===== src/rtl/spi_buf_pkg.sv =====
// ============================================================================
//  Module      : spi_buf_pkg
//  Description : Shared sizing constants, error-bit indices and the sticky
//                error-flag update helper for the SPI byte buffer.
//  Revision    : 1.0  initial release
// ============================================================================
`default_nettype none

package spi_buf_pkg;

    localparam int SPI_BUF_DEPTH = 16;
    localparam int SPI_BUF_AW    = 4;

    localparam int ERR_TX_OVF = 0;
    localparam int ERR_TX_UDF = 1;
    localparam int ERR_RX_OVF = 2;
    localparam int ERR_W      = 3;

    typedef struct packed {
        logic rx_ovf;
        logic tx_udf;
        logic tx_ovf;
    } err_t;

    // A same-cycle event beats the clear, so a fresh error is never lost.
    function automatic err_t err_update(input err_t cur, input err_t ev, input logic clr);
        err_t base;
        base = clr ? err_t'('0) : cur;
        return base | ev;
    endfunction

endpackage

`default_nettype wire


===== src/rtl/spi_sync_fifo.sv =====
// ============================================================================
//  Module      : spi_sync_fifo
//  Description : Single-clock byte FIFO with show-ahead read, fill count,
//                flush, and overflow/underrun event pulses.
//  Revision    : 1.0  initial release
// ============================================================================
`default_nettype none

module spi_sync_fifo #(
    parameter int DEPTH = 16,
    parameter int AW    = 4
) (
    input  logic          clk,
    input  logic          rst,
    input  logic          i_flush,
    input  logic          i_wr,
    input  logic [7:0]    i_wr_data,
    input  logic          i_rd,
    output logic [7:0]    o_rd_data,
    output logic [AW:0]   o_cnt,
    output logic          o_full,
    output logic          o_empty,
    output logic          o_ovf,
    output logic          o_udf
);

    localparam logic [AW:0] c_DEPTH_CNT = (AW+1)'(DEPTH);

    logic [7:0]    r_mem [DEPTH];
    logic [AW-1:0] r_wr_ptr;
    logic [AW-1:0] r_rd_ptr;
    logic [AW:0]   r_cnt;

    logic w_rd_ok;
    logic w_wr_ok;
    logic w_pop;
    logic w_push;

    // A pop frees a slot in the same cycle, so a full FIFO still accepts a push
    // when it is also being read.
    assign w_rd_ok = i_rd && (r_cnt != '0);
    assign w_wr_ok = i_wr && ((r_cnt != c_DEPTH_CNT) || w_rd_ok);
    assign w_pop   = w_rd_ok && !i_flush;
    assign w_push  = w_wr_ok && !i_flush;

    assign o_ovf = i_wr && !w_wr_ok && !i_flush;
    assign o_udf = i_rd && (r_cnt == '0) && !i_flush;

    always_ff @(posedge clk) begin
        if (rst || i_flush) begin
            r_wr_ptr <= '0;
            r_rd_ptr <= '0;
            r_cnt    <= '0;
        end else begin
            if (w_push) begin
                r_wr_ptr <= r_wr_ptr + 1'b1;
            end
            if (w_pop) begin
                r_rd_ptr <= r_rd_ptr + 1'b1;
            end
            case ({w_push, w_pop})
                2'b10:   r_cnt <= r_cnt + 1'b1;
                2'b01:   r_cnt <= r_cnt - 1'b1;
                default: r_cnt <= r_cnt;
            endcase
        end
    end

    // Storage carries no reset; only the pointers define what is valid.
    always_ff @(posedge clk) begin
        if (w_push && !rst) begin
            r_mem[r_wr_ptr] <= i_wr_data;
        end
    end

    assign o_rd_data = (r_cnt != '0) ? r_mem[r_rd_ptr] : 8'h00;
    assign o_cnt     = r_cnt;
    assign o_full    = (r_cnt == c_DEPTH_CNT);
    assign o_empty   = (r_cnt == '0);

endmodule

`default_nettype wire


===== src/rtl/spi_byte_buf.sv =====
// ============================================================================
//  Module      : spi_byte_buf
//  Description : TX/RX byte FIFO pair between the host side and spi_master,
//                with fill levels, flush and sticky error flags.
//  Revision    : 1.0  initial release
// ============================================================================
`default_nettype none

module spi_byte_buf
    import spi_buf_pkg::*;
#(
    parameter int DEPTH = SPI_BUF_DEPTH,
    parameter int AW    = SPI_BUF_AW
) (
    input  logic          clk,
    input  logic          rst,
    input  logic          flush,
    input  logic          err_clr,
    input  logic          host_tx_wr,
    input  logic [7:0]    host_tx_data,
    output logic          host_tx_full,
    output logic [AW:0]   host_tx_cnt,
    input  logic          host_rx_rd,
    output logic [7:0]    host_rx_data,
    output logic          host_rx_empty,
    output logic [AW:0]   host_rx_cnt,
    output logic          tx_buf_vld,
    output logic [7:0]    tx_buf_byte,
    input  logic          tx_buf_req,
    output logic          rx_buf_vld,
    input  logic          rx_buf_req,
    input  logic [7:0]    rx_buf_byte,
    output logic [2:0]    err_status
);

    logic w_tx_empty;
    logic w_tx_ovf;
    logic w_tx_udf;
    logic w_rx_full;
    logic w_rx_ovf;
    err_t w_err_ev;
    err_t r_err;

    spi_sync_fifo #(
        .DEPTH (DEPTH),
        .AW    (AW)
    ) u_tx_fifo (
        .clk       (clk),
        .rst       (rst),
        .i_flush   (flush),
        .i_wr      (host_tx_wr),
        .i_wr_data (host_tx_data),
        .i_rd      (tx_buf_req),
        .o_rd_data (tx_buf_byte),
        .o_cnt     (host_tx_cnt),
        .o_full    (host_tx_full),
        .o_empty   (w_tx_empty),
        .o_ovf     (w_tx_ovf),
        .o_udf     (w_tx_udf)
    );

    // A host read of an empty RX FIFO is silently ignored, so its underrun
    // pulse is left unconnected.
    spi_sync_fifo #(
        .DEPTH (DEPTH),
        .AW    (AW)
    ) u_rx_fifo (
        .clk       (clk),
        .rst       (rst),
        .i_flush   (flush),
        .i_wr      (rx_buf_req),
        .i_wr_data (rx_buf_byte),
        .i_rd      (host_rx_rd),
        .o_rd_data (host_rx_data),
        .o_cnt     (host_rx_cnt),
        .o_full    (w_rx_full),
        .o_empty   (host_rx_empty),
        .o_ovf     (w_rx_ovf),
        .o_udf     ()
    );

    assign tx_buf_vld = !w_tx_empty;
    assign rx_buf_vld = !w_rx_full;

    always_comb begin
        w_err_ev        = '0;
        w_err_ev.tx_ovf = w_tx_ovf;
        w_err_ev.tx_udf = w_tx_udf;
        w_err_ev.rx_ovf = w_rx_ovf;
    end

    always_ff @(posedge clk) begin
        if (rst) begin
            r_err <= '0;
        end else begin
            r_err <= err_update(r_err, w_err_ev, err_clr);
        end
    end

    assign err_status = r_err;

endmodule

`default_nettype wire


===== config.mk =====
export PLATFORM = sky130hd
export DESIGN_NAME = spi_byte_buf
export DESIGN_NICKNAME = d
export VERILOG_FILES = /design/src/rtl/spi_buf_pkg.sv /design/src/rtl/spi_sync_fifo.sv /design/src/rtl/spi_byte_buf.sv
export SDC_FILE = /design/constraint.sdc
export NUM_CORES = 1
export LEC_CHECK = 0
export CAP_MARGIN = 10
export CORE_MARGIN = 2
export CORE_UTILIZATION = 60
export CTS_CLUSTER_DIAMETER = 200
export DETAILED_ROUTE_END_ITERATION = 10
export PLACE_DENSITY = 0.86
export SYNTH_ARGS = -nofsm -noshare
export SYNTH_HDL_FRONTEND = slang
export SYNTH_SLANG_ARGS = --single-unit

===== constraint.sdc =====
create_clock -name clk -period 3.5 [get_ports clk]
set_clock_uncertainty 0.2 [all_clocks]
set_input_delay 0.35 -clock clk [delete_from_list [all_inputs] [get_ports clk]]
set_output_delay 0.35 -clock clk [all_outputs]
set_load 0.1 [all_outputs]

; ---- Yosys cells after proc, flatten, opt, wreduce, memory -nomap -nowiden
; Memory sizes are Yosys's and may differ from the RTL's. A register that Yosys moved wholly into a read port is not among the register bits.
; Cells that the tools add are included.
[op_classes]
add_sub_neg = 8
mul = 0
n_div = 0
magnitude_cmp = 0
n_eq_ne = 8
shifts = 0
mux = 13
bitwise_logic = 1
reduce_logical = 31
[op_table]
columns = op, count
row1 = one-hot mux 5 bit (2 select lines), 2
row2 = adder 4 x 1 -> 4 bit (second input constant), 4
row3 = logical AND 1 bit, 16
row4 = 2-to-1 mux 4 bit, 4
row5 = 2-to-1 mux 8 bit, 2
row6 = adder 5 x 1 -> 5 bit (second input constant), 2
row7 = == test 5 bit (second input constant), 2
row8 = zero test 5 bit, 2
row9 = inequality test 5 bit (second input constant), 2
row10 = nonzero test 5 bit, 2
row11 = subtractor 5 x 1 -> 5 bit (second input constant), 2
row12 = zero test 1 bit, 6
row13 = == test 2 x 1 -> 1 bit (second input constant), 2
row14 = == test 2 bit (second input constant), 2
row15 = 2-to-1 mux 1 bit, 4
row16 = nonzero test 2 bit, 2
row17 = logical OR 1 bit, 3
row18 = 2-to-1 mux 3 bit, 1
row19 = OR 3 bit, 1
[totals]
ff_bits = 29
latch_bits = 0
ramBits = 256
mem_bits_ro = 0
elab_cells = 72
memories = 2
[memory_table]
columns = memory, words, width, rd, rd_clocked_by_memory_dff, wr, line
row1 = u_rx_fifo.r_mem, 16, 8, 1, 1, 1, spi_sync_fifo.sv:29  ; logic [7:0] r_mem [DEPTH];
row2 = u_tx_fifo.r_mem, 16, 8, 1, 1, 1, spi_sync_fifo.sv:29

; ---- Logic depth before layout (Yosys ltp)
[depth]
ltp_word = 8
mapped_depth = 13
ltp_nobuf = 10

; ---- By module
; From an unflattened synthesis, not the netlist that was laid out.
[hier_totals]
hier_cells = 692
hier_area_um2 = 12185.4
[by_module_without_submodules]
columns = module, instances, cells_per_inst, area_per_inst_um2
row1 = spi_sync_fifo (u_tx_fifo), 1, 337, 6062.1
row2 = spi_sync_fifo (u_rx_fifo), 1, 341, 6010.8
row3 = spi_byte_buf, 1, 14, 112.6

; ---- Least setup slack after synthesis
; OpenSTA, ideal clock, no wires.
[synth_path]
path_type = register -> output
from = register u_rx_fifo.r_cnt[1] (netlist: u_rx_fifo.o_cnt[1])
to = output port host_rx_data[0]
t_arrival_ns = 4.248
required_time_ns = 2.950
setup_slack_ns = -1.298
path_stages_with_launch = 5
path_buffers = 1
cell_sequence = dfxtp_1 > clkbuf_1 > or4_1 > nor2_1 > a211oi_1
[synth_between]
elab_chain_len = 2
[synth_rtl]
columns = item, line
row1 = start: declaration, spi_sync_fifo.sv:32  ; logic [AW:0] r_cnt;
row2 = start signal: assignment, spi_sync_fifo.sv:62  ; 2'b10: r_cnt <= r_cnt + 1'b1;
row3 = start signal: assignment, spi_sync_fifo.sv:63  ; 2'b01: r_cnt <= r_cnt - 1'b1;
row4 = start signal: assignment, spi_sync_fifo.sv:64  ; default: r_cnt <= r_cnt;
row5 = nonzero test 5 bit, spi_sync_fifo.sv:76  ; assign o_rd_data = (r_cnt != '0) ? r_mem[r_rd_ptr] : 8'h00;
row6 = 2-to-1 mux 8 bit, spi_sync_fifo.sv:76
row7 = end: declaration, spi_byte_buf.sv:24  ; output logic [7:0] host_rx_data,
; No other way between the ends.

==> flow_metrics.env <==
export IMPL_grt_pass1_vias=6712
export IMPL_start_util=0.616
export IMPL_grt_usage=0.231
export IMPL_netlist_instances=687
export IMPL_fillers=1152
export IMPL_wl_per_cell_um=23.4
export IMPL_place_gp_congestion=0.862
export IMPL_nets=785
export IMPL_ys_top_cells_by_count="edfxtp_1, mux4_2, nor2_1, dfxtp_1, a211oi_1"
export IMPL_syn_nets=727
export IMPL_synth_area_um2=12100
export IMPL_required_ns=2.95
export IMPL_arrival_ns=2.73
export IMPL_hpwl_um=15100
export IMPL_async_flop_share=0
export IMPL_run_status="finished clean"
export IMPL_insertedDiodeCount=0
export IMPL_synth_cell_types=61
export IMPL_period_minus_slack_ns=3.28
export IMPL_cap_violations=0
export IMPL_cts_root_buf="clkbuf_16"
export IMPL_clk_latency_ns=0.53
export IMPL_ctsHoldBuffers=0
export IMPL_fin_tns_setup_ns=0
export IMPL_io_pins=57
export IMPL_numPortBuffers=56
export IMPL_pwr_density_cell_nw_per_um2=515
export IMPL_reg2reg_to="u_tx_fifo.o_cnt[2]"
export IMPL_hold_class="flop to flop"
export IMPL_slew_headroom=0.338
export IMPL_drt_pass1_iterations=5
export IMPL_h_tree_depth=1
export IMPL_drc=0
export IMPL_numClockSinks=293
export IMPL_finalCritPeriodShare=0.938
export IMPL_die_h_um=146
export IMPL_min_path_cells=2
export IMPL_yosysMostFrequentCell="edfxtp_1"
export IMPL_busiest_layer="met2"
export IMPL_worstReg2RegStart="u_tx_fifo.o_cnt[2]"
export IMPL_endpoint="tx_buf_byte[0]"
export IMPL_clk_pin_slew_ns=0.06
export IMPL_cts_made_buffers=28
export IMPL_yosys_area_top_type="edfxtp_1"
export IMPL_synth_top_cells_by_area="edfxtp_1, mux4_2, dfxtp_1"
export IMPL_final_max_slew_viol_count=0
export IMPL_antenna_found_initial=0
export IMPL_rr_worst_depth=9
export IMPL_routed_wirelength_um=24200
export IMPL_synthFlopType="edfxtp_1"
export IMPL_cts_tree="done"
export IMPL_area_growth_pct=16.1
export IMPL_core_um2=19600
export IMPL_hold_viol_final=0
export IMPL_overflow=0
export IMPL_crit_type="flop to primary output"
export IMPL_dieArea_um2=21200
export IMPL_grt_util_met2=0.392
export IMPL_via_count=6495
export IMPL_cp_common_cell="a211oi_1"
export IMPL_ctsResizeCount=0
export IMPL_clock_fmax_ghz=0.305
export IMPL_grt_max_degree=33
export IMPL_syn_area_per_cell_um2=17.6
export IMPL_synth_edf_count=256
export IMPL_grt_pass1_wl_um=38100
export IMPL_tightest_slew_ns=0.990
export IMPL_crit_slowest_cell="mux4_2"
export IMPL_use_met3=0.0379
export IMPL_drive_gt1_frac=0.224
export IMPL_synth_warnings=0
export IMPL_p_leak_nw=4.54
export IMPL_crit_fanout=17
export IMPL_rsz0062_at_grt="no"
export IMPL_drt_iter0_drc=582
export IMPL_synth_top_area_frac=0.638
export IMPL_drtAntennaViolNets=0
export IMPL_seq_area_frac_synth=0.699
export IMPL_setup_viol=0
export IMPL_rows=51
export IMPL_whs_ns=0.268
export IMPL_ys_seq_elements=293
export IMPL_cts_buffer_depth=3
export IMPL_vias_per_cell=6.29
export IMPL_cp_cell_sequence="buf_4, mux4_2, nor2b_1, a211oi_1, a211oi_1, buf_12"
export IMPL_critPathCaptureType="primary output"
export IMPL_postCtsSetupBuffers=0
export IMPL_rrSetupSlack_ns=0.24
export IMPL_die_w_um=146
export IMPL_worstSetupStartpointType="flop"
export IMPL_peakVddDrop_uv=415
export IMPL_slowest_delay_ns=0.57
export IMPL_grt_use_met1=0.318
worst max-delay path, delay by kind of cell (launching register included):
family / cells / cell delay [ns]
compound gates: 2 / 0.59
mux: 1 / 0.57
buf+inv: 2 / 0.56
flops: 1 / 0.31
simple gates: 1 / 0.15
metrics by stage:
stage,cells,total power [W],instance area [um2],util,setup slack (ns)
2_1_floorplan,687,0.00408,12100,-,-0.767
3_3_place_gp,980,0.00420,13100,0.666,0.432
3_5_place_dp,980,0.00422,13100,0.666,0.306
4_1_cts,1032,0.00724,14000,0.714,0.0511
5_1_grt,1032,0.00740,14000,0.715,0.0526
6_report,1032,0.00721,14000,0.715,0.217
routing by layer:
layer | vias up | wire length (um)
met4 | 0 | 357
met2 | 262 | 12500
met5 | - | 0
met3 | 29 | 1570
li1 | 2868 | -
met1 | 3336 | 9750
how the worst min path moves through the flow:
stage	slack (ns)	to	from
5_1_grt	0.30	err_status[2]	err_status[2]
3_3_place_gp	0.26	err_status[2]	err_status[2]
3_5_place_dp	0.26	err_status[2]	err_status[2]
6_report	0.27	err_status[2]	err_status[2]
2_1_floorplan	0.25	u_rx_fifo.r_mem[0][0]	rx_buf_byte[0]
4_1_cts	0.28	err_status[2]	err_status[2]
flip-flops by register name (all words and copies together), names as in the netlist, named ones only:
| name | cells |
|---|---|
| err_status | 3 |
| u_rx_fifo.o_cnt | 5 |
| u_rx_fifo.r_mem | 128 |
| u_rx_fifo.r_rd_ptr | 4 |
| u_rx_fifo.r_wr_ptr | 4 |
| u_tx_fifo.o_cnt | 5 |
| u_tx_fifo.r_mem | 128 |
| u_tx_fifo.r_rd_ptr | 4 |
| u_tx_fifo.r_wr_ptr | 4 |
cell families after synthesis:
kind of cell    Yosys count  synth area share
compound gates           79            0.0489
xor+xnor                 13           0.00944
fa+ha+maj                16            0.0166
buf+inv                  59            0.0221
flops                   293             0.699
mux                      88             0.140
simple gates            139            0.0644
placed cells by master (no fill, tap or decap), types with 3 or more instances in the layout:
cell,count
edfxtp_1,256
mux4_2,64
nor2_1,41
clkdlybuf4s50_1,36
dfxtp_1,31
clkbuf_16,30
a211oi_1,29
mux2i_1,23
nor2b_1,21
buf_4,20
and3_1,19
ha_1,16
buf_12,16
inv_1,14
xor2_1,10
nand3_1,8
clkinv_2,8
nand2_1,7
nand2b_1,7
o21ai_0,7
a21oi_1,7
a211oi_2,5
nor3_1,5
or3_1,5
dfxtp_2,5
clkbuf_1,4
clkinv_1,4
or4_1,3
o21ai_2,3
a21oi_2,3
xnor2_1,3
a21o_1,3
nor4bb_1,3
o2111ai_1,3
a22oi_1,3
bufinv_16,3
layout make-up:
class,instances,area [um2],share of cell area
multi-input cells,335,3390,0.242
well taps,265,332,0.0237
flip-flops and latches,293,8440,0.603
inverters,15,61.3,0.00438
clock inverters,16,153,0.0109
clock buffers,36,793,0.0567
repair buffers,72,831,0.0593
report_power, final:
group / internal, W / total (W) / switching [W] / leakage (nW)
Clock: 0.00182 / 0.00306 / 0.00125 / 0.469
Sequential: 0.00380 / 0.00381 / 0.00000862 / 2.60
Combinational: 0.000104 / 0.000332 / 0.000227 / 1.46
Total: 0.00573 / 0.00721 / 0.00148 / 4.54
(Power assumes the default switching activity.)
